[config.mk]
export PLATFORM = sky130hd
export DESIGN_NAME = cordic_rotation
export DESIGN_NICKNAME = d
export VERILOG_FILES = /design/src/rtl/cordic_pkg.sv /design/src/rtl/cordic_rot_stage.sv /design/src/rtl/cordic_rotation.sv
export SDC_FILE = /design/constraint.sdc
export NUM_CORES = 1
export LEC_CHECK = 0
export ABC_AREA = 1
export ABC_CLOCK_PERIOD_IN_PS = 9980
export BUFFER_PORTS_ARGS = -buffer_cell sky130_fd_sc_hd__buf_2
export CAP_MARGIN = 20
export CORE_MARGIN = 5
export CORE_UTILIZATION = 50
export DETAILED_ROUTE_END_ITERATION = 6
export MAX_ROUTING_LAYER = met4
export PLACE_DENSITY_LB_ADDON = 0.2
export REMOVE_ABC_BUFFERS = 1
export SYNTH_ARGS = -nofsm -noshare
export SYNTH_HDL_FRONTEND = slang
export SYNTH_SLANG_ARGS = --single-unit
[constraint.sdc]
create_clock -name clk -period 9.98 [get_ports clk]
set_input_delay 0.499 -clock clk [delete_from_list [all_inputs] [get_ports clk]]
set_output_delay 0.499 -clock clk [all_outputs]
set_load 0.02 [all_outputs]
[src/rtl/cordic_pkg.sv]
// Definitions shared by the rotation and vectoring CORDIC paths: angle
// constants in U(9,7) degrees, the gain-compensation factor, the state
// encoding and the arctan table.
package cordic_pkg;

  localparam int PH_0   = 0;
  localparam int PH_90  = 11520;
  localparam int PH_180 = 23040;
  localparam int PH_270 = 34560;
  localparam int PH_360 = 46080;

  // 1/K = 0.607253 in Q1.15
  localparam int K_Q15 = 19899;

  localparam logic [1:0] ST_IDLE  = 2'd0;
  localparam logic [1:0] ST_ROT   = 2'd1;
  localparam logic [1:0] ST_SCALE = 2'd2;
  localparam logic [1:0] ST_DONE  = 2'd3;

  typedef enum logic [1:0] {
    S_IDLE  = ST_IDLE,
    S_ROT   = ST_ROT,
    S_SCALE = ST_SCALE,
    S_DONE  = ST_DONE
  } state_t;

  // atan(2^-i) in degrees, U(9,7), rounded to nearest
  function automatic logic [15:0] atan_lut(input logic [3:0] idx);
    logic [15:0] v;
    case (idx)
      4'd0:    v = 16'd5760;
      4'd1:    v = 16'd3400;
      4'd2:    v = 16'd1797;
      4'd3:    v = 16'd912;
      4'd4:    v = 16'd458;
      4'd5:    v = 16'd229;
      4'd6:    v = 16'd115;
      4'd7:    v = 16'd57;
      4'd8:    v = 16'd29;
      4'd9:    v = 16'd14;
      4'd10:   v = 16'd7;
      4'd11:   v = 16'd4;
      4'd12:   v = 16'd2;
      4'd13:   v = 16'd1;
      default: v = 16'd0;
    endcase
    return v;
  endfunction

endpackage

[src/rtl/cordic_rot_stage.sv]
// One combinational CORDIC micro-rotation; the direction follows the sign of
// the residual angle.
module cordic_rot_stage #(
  parameter int XW = 18,
  parameter int ZW = 17
) (
  input  logic signed [XW-1:0] i_x,
  input  logic signed [XW-1:0] i_y,
  input  logic signed [ZW-1:0] i_z,
  input  logic        [3:0]    i_shift,
  input  logic signed [ZW-1:0] i_atan,
  output logic signed [XW-1:0] o_x,
  output logic signed [XW-1:0] o_y,
  output logic signed [ZW-1:0] o_z
);

  logic signed [XW-1:0] w_xs;
  logic signed [XW-1:0] w_ys;
  logic                 w_dpos;

  assign w_xs   = i_x >>> i_shift;
  assign w_ys   = i_y >>> i_shift;
  assign w_dpos = ~i_z[ZW-1];

  assign o_x = w_dpos ? (i_x - w_ys) : (i_x + w_ys);
  assign o_y = w_dpos ? (i_y + w_xs) : (i_y - w_xs);
  assign o_z = w_dpos ? (i_z - i_atan) : (i_z + i_atan);

endmodule

[src/rtl/cordic_rotation.sv]
// Iterative rotation-mode CORDIC: rotates (x_in, y_in) by phase_in degrees,
// one micro-rotation per clock, optional gain compensation, saturated output.
//
// state | meaning
// IDLE  | ready for a new operand, in_ready high
// ROT   | one micro-rotation per cycle, iter 0..ITERATIONS-1
// SCALE | multiply by 1/K (GAIN_COMP=1 only)
// DONE  | result held on x_out/y_out until out_ready
module cordic_rotation
  import cordic_pkg::*;
#(
  parameter int WORD_WIDTH  = 16,
  parameter int PHASE_WIDTH = 16,
  parameter int ITERATIONS  = 15,
  parameter int GAIN_COMP   = 1
) (
  input  logic                         clk,
  input  logic                         rst,
  input  logic                         in_valid,
  output logic                         in_ready,
  input  logic signed [WORD_WIDTH-1:0] x_in,
  input  logic signed [WORD_WIDTH-1:0] y_in,
  input  logic        [PHASE_WIDTH-1:0] phase_in,
  output logic                         out_valid,
  input  logic                         out_ready,
  output logic signed [WORD_WIDTH-1:0] x_out,
  output logic signed [WORD_WIDTH-1:0] y_out,
  output logic                         busy
);

  localparam int XW = WORD_WIDTH + 2;
  localparam int ZW = PHASE_WIDTH + 1;
  localparam int LW = XW + 17;
  localparam logic [3:0]               LAST    = 4'(ITERATIONS - 1);
  localparam logic signed [16:0]       K_S     = 17'(K_Q15);
  localparam logic signed [LW-1:0]     SAT_MAX = LW'((2 ** (WORD_WIDTH - 1)) - 1);
  localparam logic signed [LW-1:0]     SAT_MIN = ~SAT_MAX;

  state_t r_state, w_next;
  logic signed [XW-1:0] r_x, r_y;
  logic signed [ZW-1:0] r_z;
  logic        [3:0]    r_iter;

  logic [PHASE_WIDTH-1:0] w_ph_red, w_ph_off;
  logic [1:0]             w_quad;
  logic signed [XW-1:0]   w_x_ext, w_y_ext, w_x0, w_y0;
  logic signed [ZW-1:0]   w_z0, w_atan, w_nz;
  logic signed [XW-1:0]   w_nx, w_ny;
  logic signed [LW-1:0]   w_px, w_py, w_res_x, w_res_y;
  logic                   w_load_out;

  function automatic logic signed [WORD_WIDTH-1:0] sat(input logic signed [LW-1:0] v);
    if (v > SAT_MAX)      return SAT_MAX[WORD_WIDTH-1:0];
    else if (v < SAT_MIN) return SAT_MIN[WORD_WIDTH-1:0];
    else                  return v[WORD_WIDTH-1:0];
  endfunction

  // Angle wrap, quadrant selection and quadrant pre-rotation of the operand
  always_comb begin
    w_ph_red = phase_in;
    if (phase_in >= PHASE_WIDTH'(PH_360)) w_ph_red = phase_in - PHASE_WIDTH'(PH_360);
    if (w_ph_red < PHASE_WIDTH'(PH_90)) begin
      w_quad = 2'd0; w_ph_off = PHASE_WIDTH'(PH_0);
    end else if (w_ph_red < PHASE_WIDTH'(PH_180)) begin
      w_quad = 2'd1; w_ph_off = PHASE_WIDTH'(PH_90);
    end else if (w_ph_red < PHASE_WIDTH'(PH_270)) begin
      w_quad = 2'd2; w_ph_off = PHASE_WIDTH'(PH_180);
    end else begin
      w_quad = 2'd3; w_ph_off = PHASE_WIDTH'(PH_270);
    end
    w_z0    = {1'b0, w_ph_red - w_ph_off};
    w_x_ext = {{2{x_in[WORD_WIDTH-1]}}, x_in};
    w_y_ext = {{2{y_in[WORD_WIDTH-1]}}, y_in};
    case (w_quad)
      2'd0:    begin w_x0 = w_x_ext;  w_y0 = w_y_ext;  end
      2'd1:    begin w_x0 = -w_y_ext; w_y0 = w_x_ext;  end
      2'd2:    begin w_x0 = -w_x_ext; w_y0 = -w_y_ext; end
      default: begin w_x0 = w_y_ext;  w_y0 = -w_x_ext; end
    endcase
  end

  assign w_atan = ZW'(atan_lut(r_iter));

  cordic_rot_stage #(.XW(XW), .ZW(ZW)) u_stage (
    .i_x     (r_x),
    .i_y     (r_y),
    .i_z     (r_z),
    .i_shift (r_iter),
    .i_atan  (w_atan),
    .o_x     (w_nx),
    .o_y     (w_ny),
    .o_z     (w_nz)
  );

  assign w_px = LW'(r_x) * LW'(K_S);
  assign w_py = LW'(r_y) * LW'(K_S);

  // Result source: scaled vector in SCALE, last micro-rotation otherwise
  always_comb begin
    w_res_x = LW'(w_nx);
    w_res_y = LW'(w_ny);
    if (r_state == S_SCALE) begin
      w_res_x = w_px >>> 15;
      w_res_y = w_py >>> 15;
    end
  end

  // Next-state logic
  always_comb begin
    w_next = r_state;
    case (r_state)
      S_IDLE:  if (in_valid) w_next = S_ROT;
      S_ROT:   if (r_iter == LAST) w_next = (GAIN_COMP != 0) ? S_SCALE : S_DONE;
      S_SCALE: w_next = S_DONE;
      S_DONE:  if (out_ready) w_next = S_IDLE;
      default: w_next = S_IDLE;
    endcase
  end

  assign w_load_out = (r_state != S_DONE) && (w_next == S_DONE);
  assign in_ready   = (r_state == S_IDLE);
  assign out_valid  = (r_state == S_DONE);
  assign busy       = (r_state != S_IDLE);

  // State register
  always_ff @(posedge clk or posedge rst) begin
    if (rst) r_state <= S_IDLE;
    else     r_state <= w_next;
  end

  // Working vector, residual angle, iteration counter and output registers
  always_ff @(posedge clk or posedge rst) begin
    if (rst) begin
      r_x    <= '0;
      r_y    <= '0;
      r_z    <= '0;
      r_iter <= '0;
      x_out  <= '0;
      y_out  <= '0;
    end else begin
      case (r_state)
        S_IDLE: if (in_valid) begin
          r_x    <= w_x0;
          r_y    <= w_y0;
          r_z    <= w_z0;
          r_iter <= '0;
        end
        S_ROT: begin
          r_x    <= w_nx;
          r_y    <= w_ny;
          r_z    <= w_nz;
          r_iter <= r_iter + 4'd1;
        end
        default: ;
      endcase
      if (w_load_out) begin
        x_out <= sat(w_res_x);
        y_out <= sat(w_res_y);
      end
    end
  end

endmodule

==> results.txt, run 1 <==
----------------------------------------------------
[Status]
  Run status ... completed

[Logic synthesis]
  Post-synthesis instance area ... 0.0244 mm2
  Top flip-flop cell by instance count after synthesis ... sky130_fd_sc_hd__dfrtp_1
  Mean post-synth cell area ... 7.28 um2
  Ys Warns ... 0
  Share of synthesized registers carrying an async set or reset ... 100%
  Number of cells produced by synthesis ... 3354
  Number of enable flip-flop cells after synthesis ... 0
  Number of unique standard cell types used by synthesis ... 55
  #FFs+latches synth ... 91
  Post-synthesis sequential area ratio ... 9.32%

[CTS]
  Clk Tree Root Cell ... sky130_fd_sc_hd__clkbuf_16
  Hold-fix buffer count after cts ... 0
  H-Tree Depth ... 3
  Number of gates given a new drive strength after cts ... 0
  TritonCTS clock tree ... yes
  Number of clock buffers inserted by TritonCTS ... 9
  Clock Sink Count ... 91
  Clock latency at the later pin of the worst-skew pair ... 0.41 ns
  Clock input transition at the sequential cells of the worst setup and hold paths ... 0.09 ns
  Number of buffers on the longest clock path ... 2
  Post-CTS Setup Inserts ... 0

[Final layout]
  Number of filler instances in the final layout ... 4840
  Highest-count cells in the layout ignoring fill and taps ... sky130_fd_sc_hd__inv_1 (691), sky130_fd_sc_hd__nand2_1 (643), sky130_fd_sc_hd__ha_1 (335), sky130_fd_sc_hd__fa_1 (274), sky130_fd_sc_hd__nand3_1 (227)
  Leading cell type in the layout, fill and taps excluded ... sky130_fd_sc_hd__inv_1
  Final net count ... 4061
  # diodes ... 0
  Total area of multi-input combinational cells ... 0.0190 mm2
  Area growth, synth to finish ... 5.32%
  Final Non-Filler Cells ... 4027
  Area taken by flip-flops and latches ... 0.00228 mm2
  Fraction of layout instances using a drive strength above 1 ... 7.25%

[Placed design]
  # port buffers ... 86
  Number of cells after detailed placement ... 4011
  Final GP Congestion ... 1.00
  Detailed-placement wirelength estimate ... 62900 um

[Detailed routing]
  Drt total wl ... 76800 um
  Drt via density ... 5.59
  Average wire length per cell after detail routing ... 19.1 um
  Total DRC errors in the routed layout ... 0
  Number of nets still failing antenna checks after routing ... 0
  Total iterations of the first detailed-routing run ... 5
  Violation count after the first detailed-route iteration ... 1813
  Number of vias after detailed routing ... 22500

[Worst setup path]
  Startpoint class of the critical path ... register
  Critical R2R Capture ... y_out[10]$_DFFE_PP0P_
  Reg2Reg Setup Slack ... 2.84 ns
  Worst R2R Path Depth ... 26
  Data arrival time of the critical path ... 7.41 ns
  Worst endpoint required time ... 10.25 ns
  Peak fanout along the critical path ... 15
  Kind of critical path ... register to register
  Nature of the critical path endpoint ... register
  Start of the worst register-to-register path ... r_y[9]$_DFFE_PP0P_

[Global route]
  Pin count of the biggest net entering global routing ... 58
  Number of global-route vias before repair ... 22800
  Antenna violations before repair ... 1
  Aggregate global routing overflow ... 0
  Overall Global Routing Usage ... 29.9%
  First-pass GRT wire length ... 123000 um

[Worst hold path]
  Path type of the worst min-delay path ... primary input to asynchronous set/reset pin

[STA]
  Fmax ... 140 MHz
  RSZ-0062 raised after global routing ... no
  Final setup violation count ... 0
  Number of failing hold endpoints at the final stage ... 0
  Total negative slack for setup checks ... 0 ns
  Final Max Tran Viols ... 0
  Final critical delay including setup and external delays ... 7.14 ns
  Period utilisation layout ... 71.5%
  Max-slew headroom ... 33.6%
  Worst Hold Margin ... 0.178 ns
  Worst Skew ... 0.0233 ns
  Slew at the pin with the worst max-slew slack ... 0.992 ns

[Run]
  Max capacitance violation total ... 0

[Floorplanning]
  Height of the chip ... 231 um
  Count of pins on the block boundary ... 87
  Die ar. ... 0.0534 mm2
  Number of placement rows ... 81
  Placeable core area ... 0.0486 mm2
  Initial cell density of the core ... 50.2%
  Die width ... 231 um

----------------------------------------------------
layout make-up:
class	count	share of cell area, %
tap	622	3.02
inverter	713	10.4
sequential	91	8.85
clock buffer	9	0.875
multi-input combinational	2473	74.0
clock inverter	7	0.350
timing repair buffer	112	2.43
logic make-up (layout without fill, tap and decap cells):
family          count (synthesis)  after routing  share of synthesized area (%)
compound gates                494            494                           11.6
xor+xnor                      132            132                           4.76
fa+ha+maj                     609            609                           39.6
buf+inv                       790            841                           12.7
flops                          91             91                           9.32
mux                             8              8                          0.328
simple gates                 1230           1230                           21.6
worst max path at each step:
stage / startpoint / endpoint / slack (ns) / cells past startpoint
after CTS: r_y[9]$_DFFE_PP0P_ / y_out[11]$_DFFE_PP0P_ / 2.94 / 26
after floorplan: r_y[17]$_DFFE_PP0P_ / y_out[10]$_DFFE_PP0P_ / 3.75 / 25
final: r_y[9]$_DFFE_PP0P_ / y_out[10]$_DFFE_PP0P_ / 2.84 / 26
after global routing: r_y[9]$_DFFE_PP0P_ / y_out[14]$_DFFE_PP0P_ / 2.33 / 25
after detailed placement: r_y[9]$_DFFE_PP0P_ / y_out[11]$_DFFE_PP0P_ / 2.98 / 26
after global placement: r_y[9]$_DFFE_PP0P_ / y_out[10]$_DFFE_PP0P_ / 3.19 / 26
flip-flops by register name, indices dropped and copies added, names as in the netlist:
name and count:
r_x 18, r_state 2, y_out 16, r_y 18
r_z 17, r_iter 4, x_out 16
metal layers:
layer  GRT usage (%)  wire length, um
met1            39.9            34100
met2            49.0            36200
met3            3.31             4560
met4            7.88             1920
met5               -                0
critical path, cell delays in order, from the launching register on:
cell	delay, ns
sky130_fd_sc_hd__dfrtp_1	0.57
sky130_fd_sc_hd__ha_1	0.47
sky130_fd_sc_hd__inv_1	0.08
sky130_fd_sc_hd__fa_1	0.53
sky130_fd_sc_hd__inv_1	0.05
sky130_fd_sc_hd__fa_1	0.53
sky130_fd_sc_hd__fa_1	0.48
sky130_fd_sc_hd__fa_1	0.56
sky130_fd_sc_hd__inv_1	0.05
sky130_fd_sc_hd__fa_1	0.53
sky130_fd_sc_hd__inv_1	0.04
sky130_fd_sc_hd__ha_1	0.37
sky130_fd_sc_hd__nand2_1	0.09
sky130_fd_sc_hd__nor2_1	0.15
sky130_fd_sc_hd__nand4_1	0.10
sky130_fd_sc_hd__o21ai_0	0.59
sky130_fd_sc_hd__inv_1	0.15
sky130_fd_sc_hd__o21ai_0	0.46
sky130_fd_sc_hd__nand3_1	0.18
sky130_fd_sc_hd__nand3_1	0.11
sky130_fd_sc_hd__nand3_1	0.14
sky130_fd_sc_hd__nand2_1	0.15
sky130_fd_sc_hd__inv_1	0.05
sky130_fd_sc_hd__nand2_1	0.05
sky130_fd_sc_hd__nand2_1	0.05
sky130_fd_sc_hd__inv_2	0.32
sky130_fd_sc_hd__a21oi_1	0.13
synthesized netlist by cell type, drive strengths merged (5+ instances only):
library cell	number	area share, %
buf	42	1.2
a21oi	196	4.4
o21a	7	0.22
a31oi	16	0.41
nor2	223	3.5
nand3b	6	0.18
a21o	11	0.34
or2	25	0.64
nand3	235	5.0
dfrtp	91	9.3
o211ai	9	0.28
fa	274	22
o31ai	9	0.28
xnor2	42	1.5
a211oi	5	0.15
o21ai	188	3.9
nor3	24	0.49
clkbuf	35	0.54
xor2	90	3.3
nor4	8	0.20
nand4	28	0.72
o22ai	9	0.23
inv	710	11
a21boi	9	0.28
o21bai	13	0.40
mux2i	8	0.33
ha	335	17
o221ai	10	0.36
nand2	679	11
metrics by stage:
stage               worst slack, ns  utilization (%)  area, um2
floorplan                      3.75                -      24000
global placement               3.19             52.2      25400
detailed placement             2.98             52.2      25400
CTS                            2.94             52.9      25700
global route                   2.33             52.9      25700
finish                         2.84             52.9      25700
Power of run 1 is left out: the tool's default activity adds up to more than one toggle a clock period on the data nets, which glitch-free logic cannot reach.
==> run 2: changes to the inputs <==
--- a/config.mk
+++ b/config.mk
@@ -6,7 +6,7 @@
 export NUM_CORES = 1
 export LEC_CHECK = 0
 export ABC_AREA = 1
-export ABC_CLOCK_PERIOD_IN_PS = 9980
+export ABC_CLOCK_PERIOD_IN_PS = 6900
 export BUFFER_PORTS_ARGS = -buffer_cell sky130_fd_sc_hd__buf_2
 export CAP_MARGIN = 20
 export CORE_MARGIN = 5
==> constraint.sdc (replaced) <==
create_clock -name clk -period 6.9 [get_ports clk]
set_input_delay 0.345 -clock clk [delete_from_list [all_inputs] [get_ports clk]]
set_output_delay 0.345 -clock clk [all_outputs]
set_load 0.02 [all_outputs]
==> run 2 against run 1 <==
Effect of this change: die area unchanged; sequential share of layout area shrank 0.10 points; global-route usage is 1.5 points higher; wire length up 5.0%; flip-flop and latch count did not move; worst setup slack got worse by 2.3 ns; critical path depth shrank 4; clock skew decreased by 0.0096 ns; hold slack got worse by 0.14 ns; cell count grew 1.0%; first-iteration DRC count is 7.3% lower; fmax is 12% higher.
==> results.txt, run 2 (synthesized netlist as in run 1, its figures left out) <==
----------------------------------------------------
[Worst setup path]
  Start of the worst register-to-register path ... r_x[13]$_DFFE_PP0P_
  Critical R2R Capture ... x_out[12]$_DFFE_PP0P_
  Kind of critical path ... register to register
  Reg2Reg Setup Slack ... 0.53 ns (-2.31 ns)
  Peak fanout along the critical path ... 15 (unchanged)
  Worst R2R Path Depth ... 22 (-15%)
  Worst-path cell with the longest stage delay ... sky130_fd_sc_hd__dfrtp_1
  Data arrival time of the critical path ... 6.65 ns (-0.76 ns)
  Worst path cell trace ... ha_1 > fa_1 > fa_1 > fa_1 > fa_1 > inv_1 > fa_1 > inv_1 > ha_1 > nand2_1 > nor4_1 > nand4_1 > nand2_1 > xor2_1 > nand2_1 > o21ai_0 > inv_1 > nand2_1 > nand3_1 > nand2_1 > inv_2 > a21oi_1
  Nature of the critical path endpoint ... register
  Startpoint class of the critical path ... register
  Largest stage delay, worst path ... 0.72 ns (+0.13 ns)
  Worst endpoint required time ... 7.18 ns (-3.07 ns)

[Final layout]
  Total area of multi-input combinational cells ... 0.0190 mm2 (unchanged)
  Area taken by flip-flops and latches ... 0.00228 mm2 (unchanged)
  Final net count ... 4102 (+1.0%)
  Fraction of layout instances using a drive strength above 1 ... 8.33% (+1.1 points)
  Biggest registers after layout ... r_x (18), r_y (18), r_z (17)
  Area growth, synth to finish ... 6.55%
  Highest-count cells in the layout ignoring fill and taps ... sky130_fd_sc_hd__inv_1 (691), sky130_fd_sc_hd__nand2_1 (643), sky130_fd_sc_hd__ha_1 (335), sky130_fd_sc_hd__fa_1 (274), sky130_fd_sc_hd__nand3_1 (227)
  Leading cell type in the layout, fill and taps excluded ... sky130_fd_sc_hd__inv_1
  Number of filler instances in the final layout ... 4842 (+0.041%)

[Placed design]
  Final GP Congestion ... 1.02 (+1.5%)
  Detailed-placement wirelength estimate ... 67700 um (+7.6%)
  # port buffers ... 86 (unchanged)

[STA]
  Period utilisation layout ... 92.3% (+21 points)
  Final Max Tran Viols ... 0 (unchanged)
  Final setup violation count ... 0 (unchanged)
  Number of failing hold endpoints at the final stage ... 0 (unchanged)
  Fmax ... 157 MHz (+12%)
  RSZ-0062 raised after global routing ... no
  Total negative slack for setup checks ... 0 ns (unchanged)
  Slew at the pin with the worst max-slew slack ... 1.05 ns (+0.0595 ns)
  Worst Skew ... 0.0137 ns (-0.00962 ns)
  Final critical delay including setup and external delays ... 6.37 ns (-0.767 ns)
  Max-slew headroom ... 29.6% (-4.0 points)

[Detailed routing]
  Number of vias after detailed routing ... 22400 (-0.30%)
  Average wire length per cell after detail routing ... 19.8 um (+3.9%)
  Total DRC errors in the routed layout ... 0 (unchanged)
  Number of nets still failing antenna checks after routing ... 0 (unchanged)
  Violation count after the first detailed-route iteration ... 1680 (-7.3%)
  Drt total wl ... 80600 um (+5.0%)
  Drt via density ... 5.51 (-1.3%)
  Total iterations of the first detailed-routing run ... 7 (+2)

[CTS]
  Number of clock buffers inserted by TritonCTS ... 9 (unchanged)
  Clock latency at the later pin of the worst-skew pair ... 0.40 ns (about the same)
  Clock input transition at the sequential cells of the worst setup and hold paths ... 0.08 ns (about the same)
  Number of buffers on the longest clock path ... 2 (unchanged)
  Number of gates given a new drive strength after cts ... 0 (unchanged)
  H-Tree Depth ... 3 (unchanged)
  TritonCTS clock tree ... yes
  Clock Sink Count ... 91 (unchanged)
  Post-CTS Setup Inserts ... 0 (unchanged)
  Hold-fix buffer count after cts ... 0 (unchanged)
  Clk Tree Root Cell ... sky130_fd_sc_hd__clkbuf_16

[Floorplanning]
  Height of the chip ... 231 um (unchanged)
  Count of pins on the block boundary ... 87 (unchanged)
  Placeable core area ... 0.0486 mm2 (unchanged)
  Number of placement rows ... 81 (unchanged)
  Die width ... 231 um (unchanged)
  Initial cell density of the core ... 50.2% (unchanged)
  Die ar. ... 0.0534 mm2 (unchanged)

[Run]
  Max capacitance violation total ... 0 (unchanged)

[Global route]
  Aggregate global routing overflow ... 0 (unchanged)
  Number of global-route vias before repair ... 22900 (+0.37%)
  Overall Global Routing Usage ... 31.3% (+1.5 points)
  Antenna violations before repair ... 2 (+1)
  Pin count of the biggest net entering global routing ... 52 (-10%)
  First-pass GRT wire length ... 128000 um (+3.7%)

[Worst hold path]
  Path type of the worst min-delay path ... primary input to asynchronous set/reset pin

[Status]
  Run status ... completed

----------------------------------------------------
==> run 2: layout make-up <==
| type | instances | share of cell area, % |
|---|---|---|
| Tap cell | 622 | 2.99 |
| Clock buffer | 10 | 0.880 |
| Clock inverter | 6 | 0.250 |
| Inverter | 713 | 10.3 |
| Sequential cell | 91 | 8.75 |
| Antenna cell | 1 | 0.00961 |
| Multi-Input combinational cell | 2473 | 73.2 |
| Timing Repair Buffer | 153 | 3.63 |
==> run 2: worst max-delay path: cells and delay by family (launching register included) <==
kind | cells | cell delay, ns
compound gates | 2 | 0.25
xor+xnor | 1 | 0.07
fa+ha+maj | 7 | 3.34
buf+inv | 4 | 0.51
flops | 1 | 0.72
simple gates | 8 | 1.37
==> run 2: how the worst max path moves through the flow <==
stage,slack [ns],end,depth (start not counted),from
after global placement,0.52,y_out[14]$_DFFE_PP0P_,30,r_y[6]$_DFFE_PP0P_
after detailed placement,0.51,y_out[14]$_DFFE_PP0P_,30,r_y[6]$_DFFE_PP0P_
after global routing,0.02,y_out[5]$_DFFE_PP0P_,30,r_y[6]$_DFFE_PP0P_
final,0.53,x_out[12]$_DFFE_PP0P_,22,r_x[13]$_DFFE_PP0P_
after floorplan,0.67,y_out[10]$_DFFE_PP0P_,25,r_y[17]$_DFFE_PP0P_
after CTS,0.46,y_out[14]$_DFFE_PP0P_,30,r_y[6]$_DFFE_PP0P_
==> run 2: metal layers <==
metal	track usage, %	routed length, um	vias up
met4	9.73	2780	0
met3	3.71	4560	169
met5	-	0	-
met2	51.4	38000	756
met1	41.0	35200	10800
li1	-	-	10800
==> run 2: metrics by stage <==
stage | hold WS [ns] | setup WS, ns | util, % | area [um2] | instances
global placement | 0.480 | 0.519 | 52.9 | 25700 | 4052
detailed placement | 0.487 | 0.509 | 52.9 | 25700 | 4052
finish | 0.0354 | 0.531 | 53.5 | 26000 | 4069
floorplan | 0.455 | 0.667 | - | 24000 | 3277
global route | 0.0862 | 0.0173 | 53.5 | 26000 | 4069
CTS | 0.0519 | 0.458 | 53.5 | 26000 | 4068
Power of run 2 is left out for the same reason.
==> run 3: changes to the inputs <==
--- a/config.mk
+++ b/config.mk
@@ -5,13 +5,13 @@
 export SDC_FILE = /design/constraint.sdc
 export NUM_CORES = 1
 export LEC_CHECK = 0
-export ABC_AREA = 1
-export ABC_CLOCK_PERIOD_IN_PS = 6900
+export ABC_CLOCK_PERIOD_IN_PS = 8200
 export BUFFER_PORTS_ARGS = -buffer_cell sky130_fd_sc_hd__buf_2
 export CAP_MARGIN = 20
 export CORE_MARGIN = 5
 export CORE_UTILIZATION = 50
 export DETAILED_ROUTE_END_ITERATION = 6
+export GPL_TIMING_DRIVEN = 0
 export MAX_ROUTING_LAYER = met4
 export PLACE_DENSITY_LB_ADDON = 0.2
 export REMOVE_ABC_BUFFERS = 1
==> constraint.sdc (replaced) <==
create_clock -name clk -period 8.2 [get_ports clk]
set_input_delay 0.41 -clock clk [delete_from_list [all_inputs] [get_ports clk]]
set_output_delay 0.41 -clock clk [all_outputs]
set_load 0.02 [all_outputs]
==> run 3 against run 2 <==
Effect of this change: worst setup slack better by 0.29 ns; critical path depth increased by 1; global-route usage decreased by 5.3 points; sequential share of layout area grew 0.49 points; cell count decreased by 19%; flip-flop and latch count unchanged; area after synthesis shrank 4.1%; cell area down 4.9%; first-iteration DRC count is 11% lower; die area decreased by 3.9%.
==> results.txt, run 3 <==
----------------------------------------------------
[Logic synthesis]
  Ys Warns ... 0 (unchanged)
  Post-synth top area cell ... sky130_fd_sc_hd__fa_1
  Number of unique standard cell types used by synthesis ... 92 (+67%)
  #FFs+latches synth ... 91 (unchanged)
  Number of cells produced by synthesis ... 2653 (-21%)
  Top flip-flop cell by instance count after synthesis ... sky130_fd_sc_hd__dfrtp_1
  Post-synthesis instance area ... 0.0234 mm2 (-4.1%)
  Synth top area share ... 23.4% (+0.96 points)
  Synth area leaders ... sky130_fd_sc_hd__fa_1 (23%), sky130_fd_sc_hd__ha_1 (18%), sky130_fd_sc_hd__dfrtp_1 (9.7%)
  Number of enable flip-flop cells after synthesis ... 0 (unchanged)
  Synth top cells by count ... sky130_fd_sc_hd__inv_1 (517), sky130_fd_sc_hd__ha_1 (335), sky130_fd_sc_hd__fa_1 (274)
  Mean post-synth cell area ... 8.83 um2 (+21%)
  Leading cell type by number of instances after synthesis ... sky130_fd_sc_hd__inv_1
  Share of synthesized registers carrying an async set or reset ... 100% (unchanged)
  Post-synthesis sequential area ratio ... 9.72% (+0.40 points)

[STA]
  Final critical delay including setup and external delays ... 7.38 ns (+1.01 ns)
  Max-slew headroom ... 27.9% (-1.7 points)
  Final Max Tran Viols ... 0 (unchanged)
  Final setup violation count ... 0 (unchanged)
  Fmax ... 135 MHz (-14%)
  Worst Skew ... 0.0108 ns (-0.00287 ns)
  Period utilisation layout ... 90.0% (-2.3 points)
  Worst path setup slack after routing ... 0.817 ns (+0.287 ns)
  Slew at the pin with the worst max-slew slack ... 1.07 ns (+0.0216 ns)
  RSZ-0062 raised after global routing ... no
  Number of failing hold endpoints at the final stage ... 0 (unchanged)

[Detailed routing]
  Number of nets still failing antenna checks after routing ... 0 (unchanged)
  Number of vias after detailed routing ... 19300 (-14%)
  Drt via density ... 5.88 (+6.6%)
  Average wire length per cell after detail routing ... 19.3 um (-2.4%)
  Violation count after the first detailed-route iteration ... 1503 (-11%)
  Drt total wl ... 63500 um (-21%)
  Total DRC errors in the routed layout ... 0 (unchanged)
  Total iterations of the first detailed-routing run ... 6 (-1)

[Worst setup path]
  Worst endpoint required time ... 8.53 ns (+1.35 ns)
  Startpoint class of the critical path ... register
  Worst-path cell with the longest stage delay ... sky130_fd_sc_hd__dfrtp_1
  Most frequent cell on the critical path ... sky130_fd_sc_hd__inv_1
  Peak fanout along the critical path ... 15 (unchanged)
  Count of buffering cells on the critical path with inverters included ... 6 (+2)
  Reg2Reg Setup Slack ... 0.82 ns (+0.29 ns)
  Critical path origin ... r_y[6]$_DFFE_PP0P_
  Worst path cell trace ... ha_1 > inv_1 > fa_1 > inv_1 > fa_1 > inv_1 > fa_1 > inv_1 > fa_1 > inv_1 > fa_1 > inv_1 > ha_1 > and3_1 > nand3_1 > a21oi_1 > o211ai_1 > a211oi_1 > a211oi_1 > o21ba_2 > or4_1 > o2111ai_2 > o221a_2
  Crit-path leading delay family ... adder cells
  Total stage count of the critical path ... 23 (+4.5%)
  Nature of the critical path endpoint ... register
  Worst R2R Path Depth ... 23 (+4.5%)
  Critical R2R Capture ... y_out[8]$_DFFE_PP0P_
  Kind of critical path ... register to register
  Start of the worst register-to-register path ... r_y[6]$_DFFE_PP0P_
  Largest stage delay, worst path ... 0.81 ns (+0.09 ns)
  Data arrival time of the critical path ... 7.71 ns (+1.06 ns)

[Final layout]
  Final net count ... 3334 (-19%)
  Number of filler instances in the final layout ... 4312 (-11%)
  Area taken by flip-flops and latches ... 0.00229 mm2 (+0.38%)
  Fraction of layout instances using a drive strength above 1 ... 8.59% (+0.26 points)
  Highest-count cells in the layout ignoring fill and taps ... sky130_fd_sc_hd__inv_1 (516), sky130_fd_sc_hd__ha_1 (335), sky130_fd_sc_hd__fa_1 (274), sky130_fd_sc_hd__a21oi_1 (152), sky130_fd_sc_hd__nand2_1 (143)
  Leading cell type in the layout, fill and taps excluded ... sky130_fd_sc_hd__inv_1
  Final core area utilization ... 53.3% (-0.22 points)
  Biggest registers after layout ... r_x (18), r_y (18), r_z (17)
  Total area of multi-input combinational cells ... 0.0188 mm2 (-1.4%)
  Area growth, synth to finish ... 5.66%

[CTS]
  Number of gates given a new drive strength after cts ... 0 (unchanged)
  Post-CTS Setup Inserts ... 0 (unchanged)
  Number of buffers on the longest clock path ... 2 (unchanged)
  H-Tree Depth ... 3 (unchanged)
  Clk Tree Root Cell ... sky130_fd_sc_hd__clkbuf_16
  Clock Sink Count ... 91 (unchanged)
  Clock input transition at the sequential cells of the worst setup and hold paths ... 0.08 ns (about the same)
  Number of clock buffers inserted by TritonCTS ... 9 (unchanged)
  TritonCTS clock tree ... yes
  Clock latency at the later pin of the worst-skew pair ... 0.40 ns (about the same)
  Hold-fix buffer count after cts ... 0 (unchanged)

[Global route]
  Antenna violations before repair ... 1 (-1)
  Pin count of the biggest net entering global routing ... 60 (+15%)
  Aggregate global routing overflow ... 0 (unchanged)
  First-pass GRT wire length ... 105000 um (-18%)
  Number of global-route vias before repair ... 19900 (-13%)
  Overall Global Routing Usage ... 26.0% (-5.3 points)

[Floorplanning]
  Height of the chip ... 226 um (-2.0%)
  Placeable core area ... 0.0465 mm2 (-4.5%)
  Number of placement rows ... 79 (-2.5%)
  Initial cell density of the core ... 50.4% (+0.21 points)
  Die ar. ... 0.0513 mm2 (-3.9%)
  Die width ... 226 um (-2.0%)
  Count of pins on the block boundary ... 87 (unchanged)

[Placed design]
  Worst Setup Slack post-DPL ... 0.474 ns (-0.0351 ns)
  Final GP Congestion ... 0.940 (-7.5%)
  # port buffers ... 86 (unchanged)
  Detailed-placement wirelength estimate ... 50400 um (-26%)

[Status]
  Run status ... completed

[Worst hold path]
  Path type of the worst min-delay path ... primary input to asynchronous set/reset pin

[Run]
  Max capacitance violation total ... 0 (unchanged)

----------------------------------------------------
## run 3: final cells by class
type	instances	share of cell area, %
Antenna cell	1	0.0101
Clock buffer	10	0.925
Clock inverter	6	0.192
Inverter	525	7.97
Multi-Input combinational cell	1946	75.8
Sequential cell	91	9.23
Tap cell	607	3.07
Timing Repair Buffer	100	2.76
## run 3: cells by family (layout without fill, tap and decap cells)
family,after synthesis,count (layout),synth area share (%)
muxes,69,69,4.91
xor gates and xnor gates,136,136,5.15
AOI/OAI and AO/OA,612,612,17.8
other,0,1,0
and+or+nand+nor,520,520,10.9
DFF,91,91,9.72
adders and majority gates,609,609,41.3
buffers and inverters,616,641,10.2
## run 3: worst max path at each step
stage                            endpoint
finish               y_out[8]$_DFFE_PP0P_
global route         x_out[8]$_DFFE_PP0P_
CTS                  x_out[3]$_DFFE_PP0P_
detailed placement   x_out[8]$_DFFE_PP0P_
global placement    x_out[10]$_DFFE_PP0P_
floorplan            y_out[0]$_DFFE_PP0P_
## run 3: metrics by stage
stage,cell area [um2],setup TNS (ns),hold WS (ns),cells
floorplan,23000,0,0.456,2562
global placement,24200,-0.253,0.466,3255
detailed placement,24400,0,0.470,3263
CTS,24700,0,0.0378,3279
global route,24800,0,0.0669,3286
finish,24800,0,0.0428,3286
## run 3: worst register-to-register path, cell delays in order (launching register included)
cell and delay, ns:
sky130_fd_sc_hd__dfrtp_1 0.81, sky130_fd_sc_hd__ha_1 0.35, sky130_fd_sc_hd__inv_1 0.11, sky130_fd_sc_hd__fa_1 0.51, sky130_fd_sc_hd__inv_1 0.05, sky130_fd_sc_hd__fa_1 0.50
sky130_fd_sc_hd__inv_1 0.05, sky130_fd_sc_hd__fa_1 0.47, sky130_fd_sc_hd__inv_1 0.05, sky130_fd_sc_hd__fa_1 0.55, sky130_fd_sc_hd__inv_1 0.06, sky130_fd_sc_hd__fa_1 0.53
sky130_fd_sc_hd__inv_1 0.04, sky130_fd_sc_hd__ha_1 0.27, sky130_fd_sc_hd__and3_1 0.17, sky130_fd_sc_hd__nand3_1 0.08, sky130_fd_sc_hd__a21oi_1 0.34, sky130_fd_sc_hd__o211ai_1 0.30
sky130_fd_sc_hd__a211oi_1 0.54, sky130_fd_sc_hd__a211oi_1 0.12, sky130_fd_sc_hd__o21ba_2 0.24, sky130_fd_sc_hd__or4_1 0.52, sky130_fd_sc_hd__o2111ai_2 0.31, sky130_fd_sc_hd__o221a_2 0.33
## run 3: layer usage
| metal | vias up | routed length [um] | global-route usage, % |
|---|---|---|---|
| met5 | - | 0 | - |
| met4 | 0 | 1570 | 6.93 |
| li1 | 9103 | - | - |
| met1 | 9597 | 27900 | 34.8 |
| met2 | 503 | 31000 | 43.1 |
| met3 | 107 | 3090 | 2.20 |
Power of run 3 is left out for the same reason.
